<file path="config.mk">
export PLATFORM = sky130hd
export DESIGN_NAME = bram_stream_reader
export DESIGN_NICKNAME = d
export VERILOG_FILES = /design/src/rtl/bram_stream_reader.sv
export SDC_FILE = /design/constraint.sdc
export NUM_CORES = 1
export LEC_CHECK = 0
export ABC_AREA = 0
export CAP_MARGIN = 30
export CORE_UTILIZATION = 28
export CTS_CLUSTER_DIAMETER = 30
export DETAILED_ROUTE_END_ITERATION = 8
export PLACE_DENSITY = 0.61
export SETUP_SLACK_MARGIN = 0.05
export SLEW_MARGIN = 30
export SYNTH_ARGS = -nofsm -noshare
export SYNTH_HDL_FRONTEND = slang
export SYNTH_SLANG_ARGS = --single-unit
</file>
<file path="constraint.sdc">
create_clock -name CLK -period 5.4 [get_ports CLK]
set_clock_uncertainty 0.05 [all_clocks]
set_input_delay 1.08 -clock CLK [delete_from_list [all_inputs] [get_ports CLK]]
set_output_delay 1.08 -clock CLK [all_outputs]
set_load 0.1 [all_outputs]
</file>
<file path="src/rtl/bram_stream_reader.sv">
// rtl/bram_stream_reader.sv - BRAM burst reader feeding a valid/ready stream through a 2-entry FIFO
// Optional feature macro: BRAM_RD_WRAP_EN (word index wraps modulo WL instead of rejecting overruns)
module bram_stream_reader #(
  parameter int DW = 128,
  parameter int WL = 8
) (
  input  logic          CLK,
  input  logic          RST,
  input  logic          start,
  input  logic [2:0]    base,
  input  logic [3:0]    len,
  output logic          busy,
  output logic          done,
  output logic          err,
  output logic          bram_en,
  output logic [3:0]    bram_we,
  output logic [12:0]   bram_a,
  input  logic [DW-1:0] bram_do,
  output logic [DW-1:0] m_tdata,
  output logic          m_tvalid,
  input  logic          m_tready,
  output logic          m_tlast
);

  typedef enum logic [1:0] {IDLE, RUN, DRAIN} state_t;

  localparam logic [4:0] WL_L    = 5'(WL);
  localparam logic [7:0] IDX_MAX = 8'(WL - 1);

  state_t        state_q, state_d;
  logic [7:0]    idx_q;       // word index of the next read to issue
  logic [3:0]    len_q;
  logic [3:0]    issued_q;    // reads issued so far in this burst
  logic          rd_pend_q;   // a read issued last cycle lands on bram_do now
  logic          rd_last_q;   // that read is the final word of the burst
  logic          err_q;
  logic [DW-1:0] fifo_data_q [2];
  logic [1:0]    fifo_last_q;
  logic          fifo_wr_q;
  logic          fifo_rd_q;
  logic [1:0]    fifo_cnt_q;

  logic          range_ok;
  logic          req_ok;
  logic          accept;
  logic          pop;
  logic          issue;
  logic          issue_last;
  logic [7:0]    idx_next;

`ifdef BRAM_RD_WRAP_EN
  assign range_ok = 1'b1;
  assign idx_next = (idx_q == IDX_MAX) ? 8'd0 : idx_q + 8'd1;
`else
  assign range_ok = ({2'b00, base} + {1'b0, len}) <= WL_L;
  assign idx_next = idx_q + 8'd1;
`endif

  assign req_ok = (len != 4'd0) && ({1'b0, len} <= WL_L) && range_ok;
  assign accept = (state_q == IDLE) && start && req_ok;

  assign m_tvalid = (fifo_cnt_q != 2'd0);
  assign m_tdata  = fifo_data_q[fifo_rd_q];
  assign m_tlast  = m_tvalid && fifo_last_q[fifo_rd_q];
  assign pop      = m_tvalid && m_tready;

  // Issue only when the landing read and this read both still fit after any pop this cycle.
  assign issue = (state_q == RUN) &&
                 (({1'b0, fifo_cnt_q} + {2'b00, rd_pend_q}) <= ({2'b00, pop} + 3'd1));
  assign issue_last = issue && (issued_q == (len_q - 4'd1));

  assign bram_we = 4'b0000;
  assign bram_a  = issue ? {3'b000, idx_q, 2'b00} : 13'd0;
  assign err     = err_q;

  // State register.
  always_ff @(posedge CLK) begin
    if (RST) state_q <= IDLE;
    else     state_q <= state_d;
  end

  // Next-state and status outputs; the final handshake ends the burst.
  always_comb begin
    state_d = state_q;
    busy    = 1'b0;
    done    = 1'b0;
    bram_en = 1'b0;
    case (state_q)
      IDLE: begin
        if (accept) state_d = RUN;
      end
      RUN: begin
        busy    = 1'b1;
        bram_en = 1'b1;
        if (issue_last) state_d = DRAIN;
      end
      DRAIN: begin
        busy    = 1'b1;
        bram_en = 1'b1;
        if (pop && m_tlast) begin
          state_d = IDLE;
          done    = !RST;
        end
      end
      default: state_d = IDLE;
    endcase
  end

  // Burst bookkeeping: request latch, read address walk, in-flight tracking, reject pulse.
  always_ff @(posedge CLK) begin
    if (RST) begin
      err_q     <= 1'b0;
      rd_pend_q <= 1'b0;
      rd_last_q <= 1'b0;
      idx_q     <= 8'd0;
      len_q     <= 4'd0;
      issued_q  <= 4'd0;
    end else begin
      err_q     <= (state_q == IDLE) && start && !req_ok;
      rd_pend_q <= issue;
      rd_last_q <= issue_last;
      if (accept) begin
        idx_q    <= {5'd0, base};
        len_q    <= len;
        issued_q <= 4'd0;
      end else if (issue) begin
        idx_q    <= idx_next;
        issued_q <= issued_q + 4'd1;
      end
    end
  end

  // FIFO control: pointers, occupancy and last-word tags.
  always_ff @(posedge CLK) begin
    if (RST) begin
      fifo_wr_q   <= 1'b0;
      fifo_rd_q   <= 1'b0;
      fifo_cnt_q  <= 2'd0;
      fifo_last_q <= 2'b00;
    end else begin
      if (rd_pend_q) begin
        fifo_last_q[fifo_wr_q] <= rd_last_q;
        fifo_wr_q              <= ~fifo_wr_q;
      end
      if (pop) fifo_rd_q <= ~fifo_rd_q;
      fifo_cnt_q <= fifo_cnt_q + {1'b0, rd_pend_q} - {1'b0, pop};
    end
  end

  // FIFO data storage; captures the BRAM word one cycle after its address was issued.
  always_ff @(posedge CLK) begin
    if (rd_pend_q) fifo_data_q[fifo_wr_q] <= bram_do;
  end

endmodule

</file>
### Yosys cells after proc, flatten, opt, wreduce, memory -nomap -nowiden

Memory sizes are Yosys's and may differ from the RTL's. A register that Yosys moved wholly into a read port is not among the register bits.
Index checks and enable logic that the tools add are counted.

* register bits after elaboration: 27
* latch bits: 0
* RAM bits: 256
* bits in read-only memories: 0
* bits of input ports: 139
* output and inout bits: 151
* word-level logic and storage cells: 74
* memories kept: 1

* $add $sub $neg: 8
* multipliers: 0
* divide/modulo/power cells: 0
* order comparisons: 6
* equal/unequal tests: 6
* shifts and indexed selects: 0
* multiplexer cells: 19
* bitwise operators: 2
* reductions and logical operators: 20

Memories
* fifo_data_q: words 2, width 128, read ports 1, clocked after memory_dff 1, write ports 1, line 37 `logic [DW-1:0] fifo_data_q [2];`

Operators by type and width (number)
* $logic_and A1 B1 Y1: 11
* $mux W1: 10
* $mux W10: 1
* $add A8 B1 Y8 const B: 1
* $mux W2: 3
* $mux W3: 2
* $ne A2 B2 Y1 const B: 3
* $pmux W2 S3: 1
* $add A3 B4 Y5: 1
* $le A5 B4 Y1 const B: 1
* $add A4 B1 Y4 const B: 1
* $eq A4 B4 Y1: 1
* $le A4 B4 Y1 const B: 1
* $lt A1 B2 Y1 const B: 2
* $reduce_bool A2 Y1: 2
* $reduce_bool A4 Y1: 1
* $reduce_or A2 Y1: 2
* $sub A4 B1 Y4 const B: 1
* $add A2 B1 Y3: 1
* $le A3 B2 Y1: 1
* $reduce_and A3 Y1: 1
* $add A1 B1 Y2 const B: 1
* $add A2 B1 Y2: 1
* $bwmux W2: 1
* 8 further kinds: 10

### Logic depth before layout (Yosys ltp)

* word-level depth: 8
* gate-level depth with buffers: 10
* gate-level depth less buffers: 10

### Worst setup path after synthesis

OpenSTA, ideal clock, no wires.

* path kind: flip-flop to output port
* start: register fifo_cnt_q[1]
* end: output port done
* data arrival time: 3.692 ns
* path slack: 0.578 ns
* stages on the path, launching flop included: 6
* buffers on the path: 0
* cells stage by stage: dfxtp_1 -> or2_1 -> nand2_1 -> inv_1 -> nand2b_1 -> nor3b_1

* longest elaborated chain between the ends: 5
* elaborated cells between the ends (all ways): 6
* classes of those cells: 2 x mux; 4 x reduce/logical

Ends and longest elaborated chain
* from (decl): line 41 `logic [1:0] fifo_cnt_q;`
* from (signal assigned): line 146 `fifo_cnt_q <= fifo_cnt_q + {1'b0, rd_pend_q} - {1'b0, pop};`
* $reduce_bool A2 Y1: line 62 `assign m_tvalid = (fifo_cnt_q != 2'd0);`
* net m_tvalid: line 20 `output logic m_tvalid,`
* $logic_and A1 B1 Y1: line 65 `assign pop = m_tvalid && m_tready;`
* net pop: line 46 `logic pop;`
* $logic_and A1 B1 Y1: line 100 `if (pop && m_tlast) begin`
* $mux W1: line 100
* $mux W1: line 88 `case (state_q)`
* to (decl): line 13 `output logic done,`

The timed path passes the listed nets, and every way through them passes these cells.

### Worst setup path in the final report

* start: input port m_tready
* end: output port bram_a[4]

* longest elaborated chain between the ends: 5

Ends and longest elaborated chain
* from (decl): line 21 `input logic m_tready,`
* $logic_and A1 B1 Y1: line 65
* net pop: line 46
* $add A1 B1 Y2: line 69 `(({1'b0, fifo_cnt_q} + {2'b00, rd_pend_q}) <= ({2'b00, pop} + 3'd1));`
* $le A3 B2 Y1: line 69
* $logic_and A1 B1 Y1: line 68 `assign issue = (state_q == RUN) &&`
* $mux W10: line 73 `assign bram_a = issue ? {3'b000, idx_q, 2'b00} : 13'd0;`
* to (decl): line 17 `output logic [12:0] bram_a,`

The timed path passes the listed nets, and every way through them passes these cells.

==> results.json <==
{
  "status": "finished, final reports clean",
  "detailed_place.area_sq_um": 14300,
  "drv_cap": 0,
  "synth_top_area_share": 0.705,
  "clockBufferDepth": 3,
  "synth_area_leaders": "edfxtp_1 (70%), mux2_2 (13%), dfxtp_1 (5.1%), ha_1 (1.6%), mux2i_1 (0.92%)",
  "multi_input_area_sq_um": 2480,
  "antenna_found_initial": 0,
  "p_leak_nw": 5.72,
  "grt_max_degree": 85,
  "rsz0062_at_grt": "false",
  "cp_max_fo": 16,
  "drc": 0,
  "cts-root-buf": "clkbuf_16",
  "h-tree-depth": 3,
  "hold_buffers": 0,
  "ys.flop_type": "edfxtp_1",
  "tightest_slew_ns": 1.03,
  "fmax_mhz": 214,
  "synth_top_cells_by_count": "edfxtp_1 (256), mux2_2 (128), dfxtp_1 (28), nor2_1 (24), clkbuf_1 (15)",
  "synthArstFlopShare": 0,
  "dr.pass1.iters": 4,
  "setup_ws_ns": 0.717,
  "area_growth_syn_to_layout_pct": 52.1,
  "routedWlPerCell_um": 16.4,
  "cts.clk_slew.worst_paths_ns": 0.05,
  "seqPwrFrac": 0.258,
  "cp-start-kind": "input pin",
  "fillerInstances": 3462,
  "gp_congestion": 0.740,
  "die_width_um": 199,
  "nNetsFinal": 1079,
  "ys_types": 45,
  "hpwl_um": 15300,
  "ios": 290,
  "layout_min_cycle_time_ns": 4.68,
  "ir_worst_vdd_uv": 342,
  "vias": 6251,
  "core_sq_um": 38000,
  "yosysTopAreaCell": "edfxtp_1",
  "clock-sinks": 284,
  "synth_area_sq_um": 10900,
  "synth.ff_latch_count": 284,
  "min_period_over_period": 0.867,
  "cts_setup_buffers": 0,
  "p_sw_frac": 0.391,
  "fin_setup_tns_ns": 0,
  "core.rowCount": 71,
  "drive_gt1_frac": 0.278,
  "ant_nets": 0,
  "arrival_ns": 3.55,
  "p_switching_w": 0.00394,
  "synth_edf_count": 256,
  "crit_required_ns": 4.27,
  "finalPower_w": 0.0101,
  "start_util": 0.287,
  "finalSetupViolations": 0,
  "clock_latency_ns": 0.55,
  "seq_area_frac_synth": 0.756,
  "drt_iter0_markers": 237,
  "fin_area_sq_um": 16600,
  "max-slew-margin-rel": 0.310,
  "track_usage": 0.122,
  "cts_resized": 0,
  "layout.area.seq_sq_um": 8250,
  "p_comb_frac": 0.356,
  "viasPerCell": 4.20,
  "io_buffers": 280,
  "dieArea_sq_um": 39700,
  "synthCells": 588,
  "grt_pass1_vias": 6770,
  "grt_pass1_wl_um": 36400,
  "overflow": 0,
  "hold_viol": 0,
  "drv_slew": 0,
  "ys_warn_count": 0,
  "die_y_um": 199,
  "diodes": 0,
  "place_ws_ns": 0.698,
  "crit_type": "input pin to output pin",
  "cts_tree": "yes",
  "wirelength_um": 24500,
  "intPower_w": 0.00614,
  "crit_path_end_kind": "output pin",
  "syn_avg_cell_area_sq_um": 18.5,
  "pwr-share-clk": 0.386,
  "min_path_type": "flip-flop to flip-flop",
  "yosysMostFrequentCell": "edfxtp_1",
  "power.density_nw_per_um2": 608,
  "cts_buffers": 70
}
==> critical path, stage by stage <==
cell and delay (ns):
clkdlybuf4s50_1 0.46, nand2_1 0.07, inv_1 0.15, fa_1 0.47
or3b_4 0.41, a21boi_4 0.43, and2_1 0.28, buf_12 0.20
==> cell type report <==
| class | count | area share |
|---|---|---|
| multi-input cells | 270 | 0.150 |
| flip-flops and latches | 284 | 0.498 |
| well taps | 511 | 0.0386 |
| clock buffers | 80 | 0.111 |
| repair buffers | 284 | 0.175 |
| inverters | 14 | 0.00332 |
| clock inverters | 47 | 0.0245 |
==> metrics by stage <==
| stage | utilization | hold slack, ns | std cells |
|---|---|---|---|
| after floorplan | - | 0.398 | 596 |
| after global placement | 0.378 | 0.410 | 1363 |
| after detailed placement | 0.377 | 0.417 | 1363 |
| after CTS | 0.436 | 0.423 | 1490 |
| after global routing | 0.436 | 0.446 | 1490 |
| final | 0.436 | 0.423 | 1490 |
==> state kept, by name, summed over array words and instances, names as in the netlist, named ones only <==
register and count:
fifo_data_q 256, idx_q 8, issued_q 4, len_q 4, fifo_cnt_q 2, fifo_last_q 2
state_q 2, err 1, fifo_rd_q 1, fifo_wr_q 1, rd_last_q 1, rd_pend_q 1
==> layout by cell type (no fill, tap or decap), drive strengths merged, types with 5 or more instances in the layout <==
master / synthesis / routed
nand2: 10 / 10
a21oi: 5 / 5
clkdlybuf4s50: 0 / 262
clkbuf: 15 / 80
mux2i: 10 / 10
buf: 13 / 22
conb: 1 / 9
clkinvlp: 0 / 10
dfxtp: 28 / 28
xor2: 8 / 8
xnor2: 11 / 11
ha: 14 / 14
nand3: 6 / 6
mux2: 128 / 128
edfxtp: 256 / 256
and2: 11 / 11
bufinv: 0 / 5
nor2: 24 / 24
inv: 14 / 21
clkinv: 0 / 25
==> final timing paths <==
check | slack, ns | from | endpoint | cells past startpoint
setup / recovery | 0.72 | m_tready | bram_a[4] | 8
hold / removal | 0.42 | len_q[3]$_SDFFE_PP0P_ | len_q[3]$_SDFFE_PP0P_ | 2
setup reg to reg | 2.41 | fifo_cnt_q[0]$_SDFF_PP0_ | idx_q[7]$_SDFFE_PP0N_ | 10
hold reg to reg | 0.42 | len_q[3]$_SDFFE_PP0P_ | len_q[3]$_SDFFE_PP0P_ | 2
==> cells by family after synthesis <==
| kind of cell | after synthesis | share of synthesized area |
|---|---|---|
| fa+ha+maj | 16 | 0.0197 |
| compound gates | 17 | 0.0138 |
| flops | 284 | 0.756 |
| buf+inv | 42 | 0.0187 |
| simple gates | 71 | 0.0344 |
| mux | 138 | 0.141 |
| xor+xnor | 19 | 0.0153 |
| other cells | 1 | 0.000344 |
==> routing by layer <==
layer | vias to the layer above | wire length [um] | global-route usage
li1 | 2929 | - | -
met1 | 3054 | 9810 | 0.135
met2 | 222 | 11600 | 0.199
met3 | 46 | 2510 | 0.0596
met4 | 0 | 501 | 0.0523
met5 | - | 0 | 0
==> power by group through the flow <==
| stage | logic, W | registers [W] | clock network, W |
|---|---|---|---|
| 2_1_floorplan | 0.00282 | 0.00263 | 0 |
| 3_3_place_gp | 0.00363 | 0.00264 | 0 |
| 3_5_place_dp | 0.00362 | 0.00264 | 0 |
| 4_1_cts | 0.00363 | 0.00261 | 0.00399 |
| 5_1_grt | 0.00371 | 0.00262 | 0.00411 |
| 6_report | 0.00359 | 0.00261 | 0.00389 |
No activity file was read; power rests on OpenSTA's default activity.
